<file path="config.mk">
export PLATFORM = sky130hd
export DESIGN_NAME = cpu_control_fsm
export DESIGN_NICKNAME = d
export VERILOG_FILES = /design/src/rtl/opcode_pkg.sv /design/src/rtl/instr_field_decode.sv /design/src/rtl/cpu_control_fsm.sv
export SDC_FILE = /design/constraint.sdc
export NUM_CORES = 1
export LEC_CHECK = 0
export ABC_AREA = 1
export BUFFER_PORTS_ARGS = -buffer_cell sky130_fd_sc_hd__buf_2
export CAP_MARGIN = 20
export CORE_MARGIN = 4
export CORE_UTILIZATION = 55
export CTS_BUF_LIST = sky130_fd_sc_hd__clkbuf_8 sky130_fd_sc_hd__clkbuf_16
export DETAILED_ROUTE_END_ITERATION = 10
export GPL_ROUTABILITY_DRIVEN = 0
export PLACE_DENSITY = 0.81
export SYNTH_ARGS = -nofsm -noshare
export SYNTH_HDL_FRONTEND = slang
export SYNTH_SLANG_ARGS = --single-unit
</file>
<file path="constraint.sdc">
create_clock -name clk -period 2.55 [get_ports clk]
set_input_delay 0.1275 -clock clk [delete_from_list [all_inputs] [get_ports clk]]
set_output_delay 0.1275 -clock clk [all_outputs]
set_load 0.005 [all_outputs]
</file>
<file path="src/rtl/opcode_pkg.sv">
// Shared ISA definitions for the 8-bit core: opcode encoding, controller states,
// write-back select, branch conditions and instruction field positions.
package opcode_pkg;

  typedef enum logic [3:0] {
    OP_ADD  = 4'h0,
    OP_ADDI = 4'h1,
    OP_SUB  = 4'h2,
    OP_SUBI = 4'h3,
    OP_AND  = 4'h4,
    OP_OR   = 4'h5,
    OP_XOR  = 4'h6,
    OP_NOT  = 4'h7,
    OP_LSL  = 4'h8,
    OP_LSR  = 4'h9,
    OP_LDUR = 4'hA,
    OP_STUR = 4'hB,
    OP_CMP  = 4'hC,
    OP_BR   = 4'hD,
    OP_MOV1 = 4'hE,
    OP_MOV2 = 4'hF
  } opcode_t;

  typedef enum logic [2:0] {
    ST_IDLE   = 3'd0,
    ST_FETCH  = 3'd1,
    ST_DECODE = 3'd2,
    ST_EXEC   = 3'd3,
    ST_MEM    = 3'd4,
    ST_WB     = 3'd5
  } ctrl_state_t;

  typedef enum logic [1:0] {
    WB_ALU = 2'b00,
    WB_MEM = 2'b01,
    WB_IMM = 2'b10,
    WB_RN  = 2'b11
  } wb_sel_t;

  typedef enum logic [1:0] {
    BR_ALWAYS = 2'b00,
    BR_Z      = 2'b01,
    BR_NZ     = 2'b10,
    BR_N      = 2'b11
  } br_cond_t;

  localparam int INSTR_W = 16;
  localparam int OPC_HI  = 15;
  localparam int OPC_LO  = 12;
  localparam int RD_HI   = 11;
  localparam int RD_LO   = 10;
  localparam int RN_HI   = 9;
  localparam int RN_LO   = 8;
  localparam int RM_HI   = 7;
  localparam int RM_LO   = 6;
  localparam int IMM_HI  = 7;
  localparam int IMM_LO  = 0;

  function automatic logic uses_imm_operand(input opcode_t op);
    return op inside {OP_ADDI, OP_SUBI, OP_LSL, OP_LSR, OP_LDUR, OP_STUR};
  endfunction

  function automatic logic branch_taken(input br_cond_t cond, input logic z, input logic n);
    case (cond)
      BR_ALWAYS: return 1'b1;
      BR_Z:      return z;
      BR_NZ:     return !z;
      default:   return n;
    endcase
  endfunction

endpackage

</file>
<file path="src/rtl/instr_field_decode.sv">
// Combinational splitter from the instruction register to its fields, plus the
// ALU immediate-operand select derived from the opcode.
module instr_field_decode
  import opcode_pkg::*;
#(
  parameter int REG_AW = 2
) (
  input  logic [INSTR_W-1:0] i_ir,
  output opcode_t            o_opcode,
  output logic [REG_AW-1:0]  o_rd,
  output logic [REG_AW-1:0]  o_rn,
  output logic [REG_AW-1:0]  o_rm,
  output logic [7:0]         o_imm,
  output logic               o_alu_src_imm
);

  assign o_opcode      = opcode_t'(i_ir[OPC_HI:OPC_LO]);
  assign o_rd          = REG_AW'(i_ir[RD_HI:RD_LO]);
  assign o_rn          = REG_AW'(i_ir[RN_HI:RN_LO]);
  assign o_rm          = REG_AW'(i_ir[RM_HI:RM_LO]);
  assign o_imm         = i_ir[IMM_HI:IMM_LO];
  assign o_alu_src_imm = uses_imm_operand(o_opcode);

endmodule

</file>
<file path="src/rtl/cpu_control_fsm.sv">
// Multi-cycle fetch/decode/execute sequencer: owns PC, IR and Z/N flags and
// drives fully registered control strobes to the register file, ALU and memory.
module cpu_control_fsm
  import opcode_pkg::*;
#(
  parameter int PC_W   = 8,
  parameter int REG_AW = 2
) (
  input  logic               clk,
  input  logic               rst,
  input  logic               instr_valid,
  input  logic [INSTR_W-1:0] instr,
  output logic               instr_ready,
  output logic [PC_W-1:0]    pc,
  output opcode_t            alu_op,
  output logic [REG_AW-1:0]  rd_addr,
  output logic [REG_AW-1:0]  rn_addr,
  output logic [REG_AW-1:0]  rm_addr,
  output logic [7:0]         imm,
  output logic               alu_src_imm,
  output logic               reg_we,
  output wb_sel_t            wb_sel,
  output logic               mem_req,
  output logic               mem_we,
  input  logic               mem_ack,
  input  logic               alu_z,
  input  logic               alu_n,
  output logic               flag_z,
  output logic               flag_n
);

  ctrl_state_t         r_state, w_state_nxt;
  logic [INSTR_W-1:0]  r_ir, w_ir_nxt;
  logic                r_instr_ready, w_instr_ready_nxt;
  logic [PC_W-1:0]     r_pc, w_pc_nxt;
  opcode_t             r_alu_op, w_alu_op_nxt;
  logic [REG_AW-1:0]   r_rd, w_rd_nxt;
  logic [REG_AW-1:0]   r_rn, w_rn_nxt;
  logic [REG_AW-1:0]   r_rm, w_rm_nxt;
  logic [7:0]          r_imm, w_imm_nxt;
  logic                r_alu_src_imm, w_alu_src_imm_nxt;
  logic                r_reg_we, w_reg_we_nxt;
  wb_sel_t             r_wb_sel, w_wb_sel_nxt;
  logic                r_mem_req, w_mem_req_nxt;
  logic                r_mem_we, w_mem_we_nxt;
  logic                r_flag_z, w_flag_z_nxt;
  logic                r_flag_n, w_flag_n_nxt;

  opcode_t             w_dec_opcode;
  logic [REG_AW-1:0]   w_dec_rd, w_dec_rn, w_dec_rm;
  logic [7:0]          w_dec_imm;
  logic                w_dec_alu_src_imm;

  logic                w_hs;
  logic [PC_W-1:0]     w_pc_inc;
  logic [PC_W-1:0]     w_br_target;

  instr_field_decode #(.REG_AW(REG_AW)) u_decode (
    .i_ir          (r_ir),
    .o_opcode      (w_dec_opcode),
    .o_rd          (w_dec_rd),
    .o_rn          (w_dec_rn),
    .o_rm          (w_dec_rm),
    .o_imm         (w_dec_imm),
    .o_alu_src_imm (w_dec_alu_src_imm)
  );

  assign w_hs        = (r_state == ST_FETCH) && instr_valid && r_instr_ready;
  assign w_pc_inc    = r_pc + PC_W'(1);
  assign w_br_target = PC_W'(r_imm);

  always_comb begin
    // NOTE: every w_ signal gets its hold/default value first so no latch is inferred.
    w_state_nxt       = r_state;
    w_ir_nxt          = r_ir;
    w_instr_ready_nxt = 1'b0;
    w_pc_nxt          = r_pc;
    w_alu_op_nxt      = r_alu_op;
    w_rd_nxt          = r_rd;
    w_rn_nxt          = r_rn;
    w_rm_nxt          = r_rm;
    w_imm_nxt         = r_imm;
    w_alu_src_imm_nxt = r_alu_src_imm;
    w_reg_we_nxt      = 1'b0;
    w_wb_sel_nxt      = r_wb_sel;
    w_mem_req_nxt     = r_mem_req;
    w_mem_we_nxt      = r_mem_we;
    w_flag_z_nxt      = r_flag_z;
    w_flag_n_nxt      = r_flag_n;

    case (r_state)
      ST_IDLE: begin
        w_state_nxt       = ST_FETCH;
        w_instr_ready_nxt = 1'b1;
      end

      ST_FETCH: begin
        if (w_hs) begin
          w_ir_nxt    = instr;
          w_state_nxt = ST_DECODE;
        end else begin
          w_instr_ready_nxt = 1'b1;
        end
      end

      ST_DECODE: begin
        w_alu_op_nxt      = w_dec_opcode;
        w_rd_nxt          = w_dec_rd;
        w_rn_nxt          = w_dec_rn;
        w_rm_nxt          = w_dec_rm;
        w_imm_nxt         = w_dec_imm;
        w_alu_src_imm_nxt = w_dec_alu_src_imm;
        w_state_nxt       = ST_EXEC;
      end

      ST_EXEC: begin
        w_state_nxt = ST_FETCH;
        w_pc_nxt    = w_pc_inc;
        case (r_alu_op)
          OP_ADD, OP_SUB, OP_AND, OP_OR, OP_XOR, OP_NOT,
          OP_ADDI, OP_SUBI, OP_LSL, OP_LSR: begin
            w_reg_we_nxt = 1'b1;
            w_wb_sel_nxt = WB_ALU;
          end
          OP_MOV1: begin
            w_reg_we_nxt = 1'b1;
            w_wb_sel_nxt = WB_IMM;
          end
          OP_MOV2: begin
            w_reg_we_nxt = 1'b1;
            w_wb_sel_nxt = WB_RN;
          end
          OP_CMP: begin
            w_flag_z_nxt = alu_z;
            w_flag_n_nxt = alu_n;
          end
          OP_BR: begin
            // The rd field doubles as the branch condition; flags are only read here.
            if (branch_taken(br_cond_t'(r_ir[RD_HI:RD_LO]), r_flag_z, r_flag_n)) begin
              w_pc_nxt = w_br_target;
            end
          end
          OP_LDUR, OP_STUR: begin
            w_pc_nxt      = r_pc;
            w_mem_req_nxt = 1'b1;
            w_mem_we_nxt  = (r_alu_op == OP_STUR);
            w_state_nxt   = ST_MEM;
          end
          default: ;
        endcase
      end

      ST_MEM: begin
        if (mem_ack) begin
          w_mem_req_nxt = 1'b0;
          w_mem_we_nxt  = 1'b0;
          w_pc_nxt      = w_pc_inc;
          if (r_alu_op == OP_LDUR) begin
            // Load write-back strobe lands on the ack edge, so it is visible in WB.
            w_reg_we_nxt = 1'b1;
            w_wb_sel_nxt = WB_MEM;
            w_state_nxt  = ST_WB;
          end else begin
            w_state_nxt  = ST_FETCH;
          end
        end
      end

      ST_WB: begin
        w_state_nxt = ST_FETCH;
      end

      default: begin
        w_state_nxt = ST_IDLE;
      end
    endcase
  end

  always_ff @(posedge clk or posedge rst) begin
    if (rst) begin
      r_state       <= ST_IDLE;
      r_ir          <= '0;
      r_instr_ready <= 1'b0;
      r_pc          <= '0;
      r_alu_op      <= OP_ADD;
      r_rd          <= '0;
      r_rn          <= '0;
      r_rm          <= '0;
      r_imm         <= '0;
      r_alu_src_imm <= 1'b0;
      r_reg_we      <= 1'b0;
      r_wb_sel      <= WB_ALU;
      r_mem_req     <= 1'b0;
      r_mem_we      <= 1'b0;
      r_flag_z      <= 1'b0;
      r_flag_n      <= 1'b0;
    end else begin
      // NOTE: non-blocking assignments so every register updates from the same pre-edge values.
      r_state       <= w_state_nxt;
      r_ir          <= w_ir_nxt;
      r_instr_ready <= w_instr_ready_nxt;
      r_pc          <= w_pc_nxt;
      r_alu_op      <= w_alu_op_nxt;
      r_rd          <= w_rd_nxt;
      r_rn          <= w_rn_nxt;
      r_rm          <= w_rm_nxt;
      r_imm         <= w_imm_nxt;
      r_alu_src_imm <= w_alu_src_imm_nxt;
      r_reg_we      <= w_reg_we_nxt;
      r_wb_sel      <= w_wb_sel_nxt;
      r_mem_req     <= w_mem_req_nxt;
      r_mem_we      <= w_mem_we_nxt;
      r_flag_z      <= w_flag_z_nxt;
      r_flag_n      <= w_flag_n_nxt;
    end
  end

  assign instr_ready = r_instr_ready;
  assign pc          = r_pc;
  assign alu_op      = r_alu_op;
  assign rd_addr     = r_rd;
  assign rn_addr     = r_rn;
  assign rm_addr     = r_rm;
  assign imm         = r_imm;
  assign alu_src_imm = r_alu_src_imm;
  assign reg_we      = r_reg_we;
  assign wb_sel      = r_wb_sel;
  assign mem_req     = r_mem_req;
  assign mem_we      = r_mem_we;
  assign flag_z      = r_flag_z;
  assign flag_n      = r_flag_n;

endmodule

</file>
# == Word level (Yosys, flattened, before mapping) ==
# Index checks and enable logic that the tools add are counted.
# Widths: inputs -> output; s select.
# totals
reg_bits,54
inputBits,22
out_inout_bits,35
elab_cells,96
# op_classes
n_addsub,1
eq_ne,34
n_mux,27
reduce_logical,18
# op_table
op,n
$eq 4x4->1 const B,12
$pmux 8 s2,2
$eq 4x3->1 const B,4
$mux 8,2
$pmux 3 s5,1
$eq 4x2->1 const B,3
$mux 3,4
$reduce_or 12->1,1
$reduce_or 10->1,1
$mux 1,9
$add 8x1->8 const B,1
$eq 4x1->1 const B,2
$ne 2x2->1 const B,4
$pmux 1 s2,4
$eq 3x2->1 const B,2
$eq 3x3->1 const B,2
$pmux 2 s3,1
$reduce_and 2->1,3
$reduce_and 3->1,2
$reduce_bool 6->1,1
$logic_not 4->1,1
$mux 2,2
$ne 4x1->1 const B,1
$pmux 2 s2,1
12 further kinds,14

# == Logic depth before layout (Yosys ltp) ==
# Gate-level depths: netlist of the first run.
# depth
word_depth,7
ltp_mapped,9
mapped_depth_nobuf,9

# == Modules after synthesis ==
# Synthesis of the first run repeated with hierarchy kept, for this count alone.
# unflattened
cells_unflattened,304
hier_area_um2,2591.2
# modules_own_cells
module,n_inst,cells_per_inst,area_per_inst_um2,seq_area_each_um2
cpu_control_fsm,1,284,2448.6,1351.3
instr_field_decode,1,20,142.6,0.0

# == Worst setup path before layout of the first run ==
# Ideal clock, no wire load.
# synth_path
path_type,reg-to-reg
start,reg r_state[1]
end,reg r_ir[0]
setup_time_ns,0.126
arrival_time_ns,1.137
required_ns,2.424
path_slack_ns,1.287
stages_incl_launch_ff,8
n_path_buf,3
synth_period_minus_slack_ns,1.263
cell_sequence,dfrtp_1 > buf_6 > nor3_2 > inv_2 > nor2_2 > buf_6 > buf_8 > o21ai_0
# synth_via
elab_chain_len,4
# synth_lines
element,line_no,source
"start, declared",cpu_control_fsm.sv:32,"ctrl_state_t r_state, w_state_nxt;"
"start signal, assigned",cpu_control_fsm.sv:199,r_state <= w_state_nxt;
$eq 3x1->1 (*),"cpu_control_fsm.sv:68, cpu_control_fsm.sv:91",
$logic_and 1x1->1 (2 in a row),cpu_control_fsm.sv:68,assign w_hs = (r_state == ST_FETCH) && instr_valid && r_instr_ready;
$reduce_and 2->1 (no source line) (*),n/a,
"end signal, assigned",cpu_control_fsm.sv:200,r_ir <= w_ir_nxt;
"end, declared",cpu_control_fsm.sv:33,"logic [INSTR_W-1:0] r_ir, w_ir_nxt;"
# Every way passes the cells marked *; elsewhere a longest branch is shown, timed or not.
# A chain may end at the register's enable or synchronous reset.

# == Worst setup path after layout of the first run ==
# layout_path
start,reg r_state[2]
end,"reg r_alu_src_imm, in the netlist alu_src_imm"
# layout_via
elab_chain_len,1
# layout_lines
element,line_no,source
$eq 3x2->1,cpu_control_fsm.sv:91,case (r_state)
"end signal, assigned",cpu_control_fsm.sv:208,r_alu_src_imm <= w_alu_src_imm_nxt;
"end, declared",cpu_control_fsm.sv:41,"logic r_alu_src_imm, w_alu_src_imm_nxt;"
# Every way passes these cells.

==> qor.txt, run 1 <==
Outcome = finished clean
Worst endpoint data arrival time = 1850 ps
Sum Neg Setup Slack = 0 ps
Via Count = 2078
CTS root buf = clkbuf_8
Core area = 0.004144 mm2
Pwr Density = 1133 mW/mm2
Post-synth top cells = nand2_1 (99), dfrtp_1 (52), inv_1 (39)
Nets@finish = 380
Die area = 0.005548 mm2
Avg Vias per Cell = 5.093
CTS tree = done
# diodes = 0
Top Ports = 57
Mapped cell area = 0.002431 mm2
Crit path kind = reg2reg
Count leader, synth = nand2_1
Worst hold stages = 3
GRT Total Usage = 20.57%
DRT Wirelength = 5247 um
RSZ-0062 raised after global routing = no
Max-cap violations = 0
Syn Inst Count = 298
Synth area leaders = dfrtp_1 (54%), nand2_1 (15%), o21ai_0 (7.0%), inv_1 (6.0%), nand3_1 (3.5%)
Worst Hold Class = in2reg
Crit-path max cell delay = 480 ps
Clock sinks = 52
Fraction of layout cells with a size suffix above 1 = 22.91%
Hold buffers post-CTS = 1
Worst slack, placed = 927.8 ps
Largest net degree at the start of global routing = 30
Initial DRT Pass Iterations = 5
CP Capture Type = flip-flop
Worst IR Drop VDD = 0.6185 mV
CTS Buffer Depth = 2
Worst-Skew Late Latency = 300 ps
GRT Residual Overflow = 0
Min Tclk post-route = 1620 ps
Least-Margin Pin Slew = 618.9 ps
Critical path, cell by cell = inv_1 -> nand3_2 -> inv_2 -> o21ai_0 -> o21ai_0
Clock transition at path regs = 90 ps
Number of fill cells = 370
Critical Path RT = 2780 ps
Post-synth top area share = 53.53%
Post-synth EDFFs = 0
Synth warn = 0
Starting DRC count in detailed routing = 205
Mapped Nets = 321
Area grow syn2layout = 17.09%
I/O Buffers = 56
Count of final hold-check violations = 0
Setup-failing EPs final = 0
Main synth FF type = dfrtp_1
Asr flop ratio synth = 100.0%
Die extent in x = 74.49 um
Final Max Tran Viols = 0
DRC violations left = 0
Relative slew slack = 58.68%
Crit path max fanout = 27
Seq/Total Area, Yosys = 53.53%
Initial cell density of the core = 58.67%
Fmax = 617.1 MHz
Post-route ant nets = 0
Count of cell types in the netlist = 26
CP dominant cell by count = o21ai_0
Initial antenna violation count = 0
Leakage = 1.521 nW
Critical path's slowest cell = dfrtp_1
Seq cells post-synth = 52
Average cell area after synthesis = 8.158 um2
Clock skew = 5.714 ps
Setup Buffers After CTS = 0
First-pass GRT wire length = 8652 um
Worst Setup Start Kind = flip-flop
Detailed placer's ending HPWL = 3814 um
H-Tree Depth = 2
Die span in y = 74.49 um
Largest area contributor in the netlist = dfrtp_1
Vias in the first global route = 2000
Cell Rows = 23
WL/cell = 12.86 um
Post-CTS Resized = 0
TritonCTS buffer count = 5
Fin crit share = 63.54%
Reg2reg path depth = 5
Worst Slack Setup Final = 929.6 ps
layout make-up:
class / count / area, um2 / share of cell area, %
sequential: 52 / 1301 / 45.71
timing repair buffer: 60 / 312.8 / 10.99
multi-input combinational: 195 / 900.9 / 31.65
clock inverter: 3 / 38.79 / 1.363
inverter: 43 / 161.4 / 5.670
tap: 50 / 62.56 / 2.198
clock buffer: 5 / 68.82 / 2.418
metrics by stage:
step	cell area, um2	total power [mW]	hold WS [ps]	cells	utilization (%)
after floorplan	2431	2.261	244.1	298	-
after global placement	2729	2.624	232.9	399	65.85
after detailed placement	2729	2.679	240.8	399	65.85
after CTS	2846	3.239	10.89	408	68.69
after global routing	2846	3.508	9.114	408	68.69
final	2846	3.225	17.69	408	68.69
sequential cells by signal (all words and copies together), names as in the netlist, 2 cells and up:
signal   count
rn_addr      2
wb_sel       2
r_state      3
rm_addr      2
alu_op       4
pc           8
r_ir        16
rd_addr      2
imm          6
routing by layer:
| metal | part of all wire [%] | track usage, % | wire (um) |
|---|---|---|---|
| met1 | 45 | 27.37 | 2368 |
| met2 | 47 | 32.39 | 2455 |
| met3 | 6.7 | 5.676 | 350 |
| met4 | 1.4 | 7.510 | 72 |
| met5 | 0 | 0 | 0 |
worst max-delay path, delay by kind of cell (launching register included):
kind                   cells  cell delay [ps]
AO/OA/AOI/OAI              2              260
flip-flops                 1              480
AND/OR/NAND/NOR            1              370
buffers and inverters      2              450
cell families (layout without fill, tap and decap cells):
kind of cell | count (synthesis) | in the layout | share of synthesized area (%)
AO/OA/AOI/OAI | 46 | 46 | 9.984
XOR/XNOR | 3 | 3 | 1.081
adder cells (fa/ha/maj) | 1 | 1 | 0.5146
buffers and inverters | 51 | 111 | 9.418
flip-flops | 52 | 52 | 53.53
AND/OR/NAND/NOR | 145 | 145 | 25.48
report_power, final:
group          switching [mW]  internal (mW)
Combinational           0.728          0.479
Sequential              0.278           1.19
Clock                   0.265          0.288
Total                    1.27           1.95
worst paths after layout:
path / start / end / slack (ps)
min in group asynchronous: rst / pc[6]$_DFFE_PP0P_ / 440
hold reg to reg: r_ir[9]$_DFFE_PP0P_ / rn_addr[1]$_DFFE_PP0P_ / 470
hold / removal: instr[15] / r_ir[15]$_DFFE_PP0P_ / 20
setup / recovery: r_state[2]$_DFFE_PP0P_ / alu_src_imm$_DFFE_PP0P_ / 930
setup reg to reg: r_state[2]$_DFFE_PP0P_ / alu_src_imm$_DFFE_PP0P_ / 930
max in group asynchronous: rst / r_ir[14]$_DFFE_PP0P_ / 1510
layout by cell type, fill, tap and decap left out, types with 3 or more instances in the layout:
cell type  instances
buf_2             56
nand3_1           17
o21ai_1            3
inv_2              5
dfrtp_1           52
inv_1             39
clkbuf_8           5
nand2_1           99
o21ai_0           34
nor2_1            16
buf_4              3
a21oi_1            7
nor2_2             3
nand2_2            3
No activity file was read; power rests on OpenSTA's default activity.
==> run 2, diff against run 1 <==
--- a/config.mk
+++ b/config.mk
@@ -9,11 +9,11 @@
 export BUFFER_PORTS_ARGS = -buffer_cell sky130_fd_sc_hd__buf_2
 export CAP_MARGIN = 20
 export CORE_MARGIN = 4
-export CORE_UTILIZATION = 55
+export CORE_UTILIZATION = 53
 export CTS_BUF_LIST = sky130_fd_sc_hd__clkbuf_8 sky130_fd_sc_hd__clkbuf_16
 export DETAILED_ROUTE_END_ITERATION = 10
 export GPL_ROUTABILITY_DRIVEN = 0
-export PLACE_DENSITY = 0.81
+export PLACE_DENSITY = 0.79
 export SYNTH_ARGS = -nofsm -noshare
 export SYNTH_HDL_FRONTEND = slang
 export SYNTH_SLANG_ARGS = --single-unit
==> constraint.sdc (replaced) <==
create_clock -name clk -period 1.65 [get_ports clk]
set_input_delay 0.0825 -clock clk [delete_from_list [all_inputs] [get_ports clk]]
set_output_delay 0.0825 -clock clk [all_outputs]
set_load 0.005 [all_outputs]
==> run 2 against run 1 <==
Clock-buffer cell count unchanged; global-route usage down 0.83 points; clock skew about the same; hold slack worse by 13 ps; cell area up 5.4%; power up 56%; clock power up 57%; register-to-register slack worse by 710 ps; core utilization down 0.28 points; combinational power up 57%; fmax up 13%; largest power group unchanged.
==> qor.txt, run 2 (synthesis results as in run 1) <==
Outcome = finished clean
H-Tree Depth = 2 (unchanged)
Worst Hold Class = in2reg
Die span in y = 75.73 um (+1.7%)
Die area = 0.005734 mm2 (+3.4%)
Register area = 0.001303 mm2 (about the same)
Crit-path max cell delay = 480 ps (about the same)
Clock sinks = 52 (unchanged)
Non-filler cells, final = 425 (+4.2%)
Inst Count DP = 403 (+1.0%)
DRC violations left = 0 (unchanged)
Die extent in x = 75.73 um (+1.7%)
Worst Setup Start Kind = flip-flop
WL/cell = 12.01 um (-6.6%)
Critical path buffers and inverters = 1 (-1)
First-pass GRT wire length = 8659 um (about the same)
GRT Residual Overflow = 0 (unchanged)
Least-Margin Pin Slew = 649.4 ps (+30.55 ps)
Reg2reg path depth = 6 (+1)
Critical path, cell by cell = nor2_2 -> nand2_2 -> a21oi_4 -> inv_2 -> nand2_1 -> o21ai_1
Vias in the first global route = 1903 (-4.9%)
Final Max Tran Viols = 0 (unchanged)
Fin crit share = 86.73% (+23 points)
Worst hold stages = 3 (unchanged)
Top Ports = 57 (unchanged)
Via Count = 2089 (+0.53%)
Crit path max fanout = 9 (-67%)
Initial antenna violation count = 0 (unchanged)
Levels on crit path = 6 (+1)
Relative slew slack = 56.70% (-2.0 points)
Fmax = 698.8 MHz (+13%)
Worst Slack Setup Final = 219.0 ps (-710.7 ps)
Placed Area = 0.002746 mm2 (+0.64%)
Detailed placer's ending HPWL = 3763 um (-1.3%)
Comb pwr share = 37.8% (+0.4 points)
Pwr Density = 1673 mW/mm2 (+48%)
Clock transition at path regs = 90 ps (about the same)
Setup Buffers After CTS = 0 (unchanged)
Critical Path RT = 1840 ps (-940 ps)
Core area = 0.004384 mm2 (+5.8%)
Biggest register = r_ir
Avg Vias per Cell = 4.915 (-3.5%)
Fraction of layout cells with a size suffix above 1 = 23.06% (+0.15 points)
Sum Neg Setup Slack = 0 ps (unchanged)
Leakage = 1.578 nW (+3.8%)
Min Tclk post-route = 1431 ps (-189.3 ps)
Cell Rows = 24 (+4.3%)
Number of fill cells = 361 (-2.4%)
DRT Wirelength = 5103 um (-2.7%)
Commonest cells after routing, fill and taps aside = nand2_1 (99), buf_2 (56), dfrtp_1 (51), inv_1 (38), o21ai_0 (34)
I/O Buffers = 56 (unchanged)
Crit path kind = reg2reg
Initial DRT Pass Iterations = 4 (-1)
Psw = 1.942 mW (+53%)
Post-route ant nets = 0 (unchanged)
Setup slack, reg-to-reg = 220 ps (-710 ps)
Largest net degree at the start of global routing = 53 (+77%)
CP Capture Type = flip-flop
Worst-Skew Late Latency = 300 ps (about the same)
# diodes = 0 (unchanged)
RSZ-0062 raised after global routing = no
Max reg flops = 16 (unchanged)
Final design utilization = 68.41% (-0.28 points)
Final instance area = 0.002999 mm2 (+5.4%)
Clock skew = 5.724 ps (+0.009690 ps)
Worst slack, placed = 199.8 ps (-727.9 ps)
CTS Buffer Depth = 2 (unchanged)
Power share of the clock group = 17.3% (+0.2 points)
Worst IR Drop VDD = 0.8335 mV (+35%)
Critical path's slowest cell = dfrtp_1
Initial cell density of the core = 55.45% (-3.2 points)
Starting DRC count in detailed routing = 120 (-41%)
CTS root buf = clkbuf_8
CP top delay family = flip-flops
Worst hold slack = 4.989 ps (-12.70 ps)
CTS tree = done
Seq pwr share = 44.9% (-0.5 points)
TritonCTS buffer count = 5 (unchanged)
GRT Total Usage = 19.74% (-0.83 points)
Worst endpoint data arrival time = 1620 ps (-230 ps)
PnR Total Power = 5.018 mW (+56%)
Area grow syn2layout = 23.37%
Pint = 3.076 mW (+57%)
Most common cell after layout, fill and taps aside = nand2_1
Area of the multi-input gates = 900.9 um2 (unchanged)
Nets@finish = 395 (+3.9%)
Count of final hold-check violations = 0 (unchanged)
Switching share of power = 38.70% (-0.71 points)
Max-cap violations = 0 (unchanged)
Setup-failing EPs final = 0 (unchanged)
## run 2: worst paths after layout
check	startpoint	end
min reg2reg	r_ir[9]$_DFFE_PP0P_	r_ir[9]$_DFFE_PP0P_
max in group asynchronous	rst	r_state[1]$_DFFE_PP0P_
min	instr[6]	r_ir[6]$_DFFE_PP0P_
min in group asynchronous	rst	flag_n$_DFFE_PP0P_
max reg2reg	r_state[2]$_DFFE_PP0P_	pc[6]$_DFFE_PP0P_
max	r_state[2]$_DFFE_PP0P_	pc[6]$_DFFE_PP0P_
## run 2: what timing repair did
action,in CTS,in global routing
setup endpoints to repair,0,1
hold buffers,14,0
resized for setup,0,1
hold endpoints to repair,65,0
## run 2: worst reg2reg max path, cell delays in order (launching register included)
cell and delay [ps]:
dfrtp_1 480, nor2_2 200, nand2_2 100, a21oi_4 270
inv_2 130, nand2_1 80, o21ai_1 70
## run 2: layer usage
metal  track usage (%)  vias to the layer above  routed length [um]
li1                  -                     1067                   -
met1             27.67                      963                2271
met2             31.54                       52                2486
met3             3.166                        7                 279
met4             6.214                        0                  65
met5                 0                        -                   0
## run 2: power groups by stage
stage / Combinational (mW) / Clock, mW / Sequential [mW]
2_1_floorplan: 1.28 / 0 / 2.22
3_3_place_gp: 1.83 / 0 / 2.25
3_5_place_dp: 1.89 / 0 / 2.28
4_1_cts: 1.93 / 0.881 / 2.25
5_1_grt: 2.23 / 0.934 / 2.33
6_report: 1.90 / 0.869 / 2.25
## run 2: cell type report
| class | count | share of cell area [%] |
|---|---|---|
| Clock inverter | 3 | 1.418 |
| Tap cell | 52 | 2.169 |
| Inverter | 43 | 5.382 |
| Multi-Input combinational cell | 195 | 30.04 |
| Sequential cell | 52 | 43.43 |
| Clock buffer | 5 | 2.295 |
| Timing Repair Buffer | 75 | 15.27 |
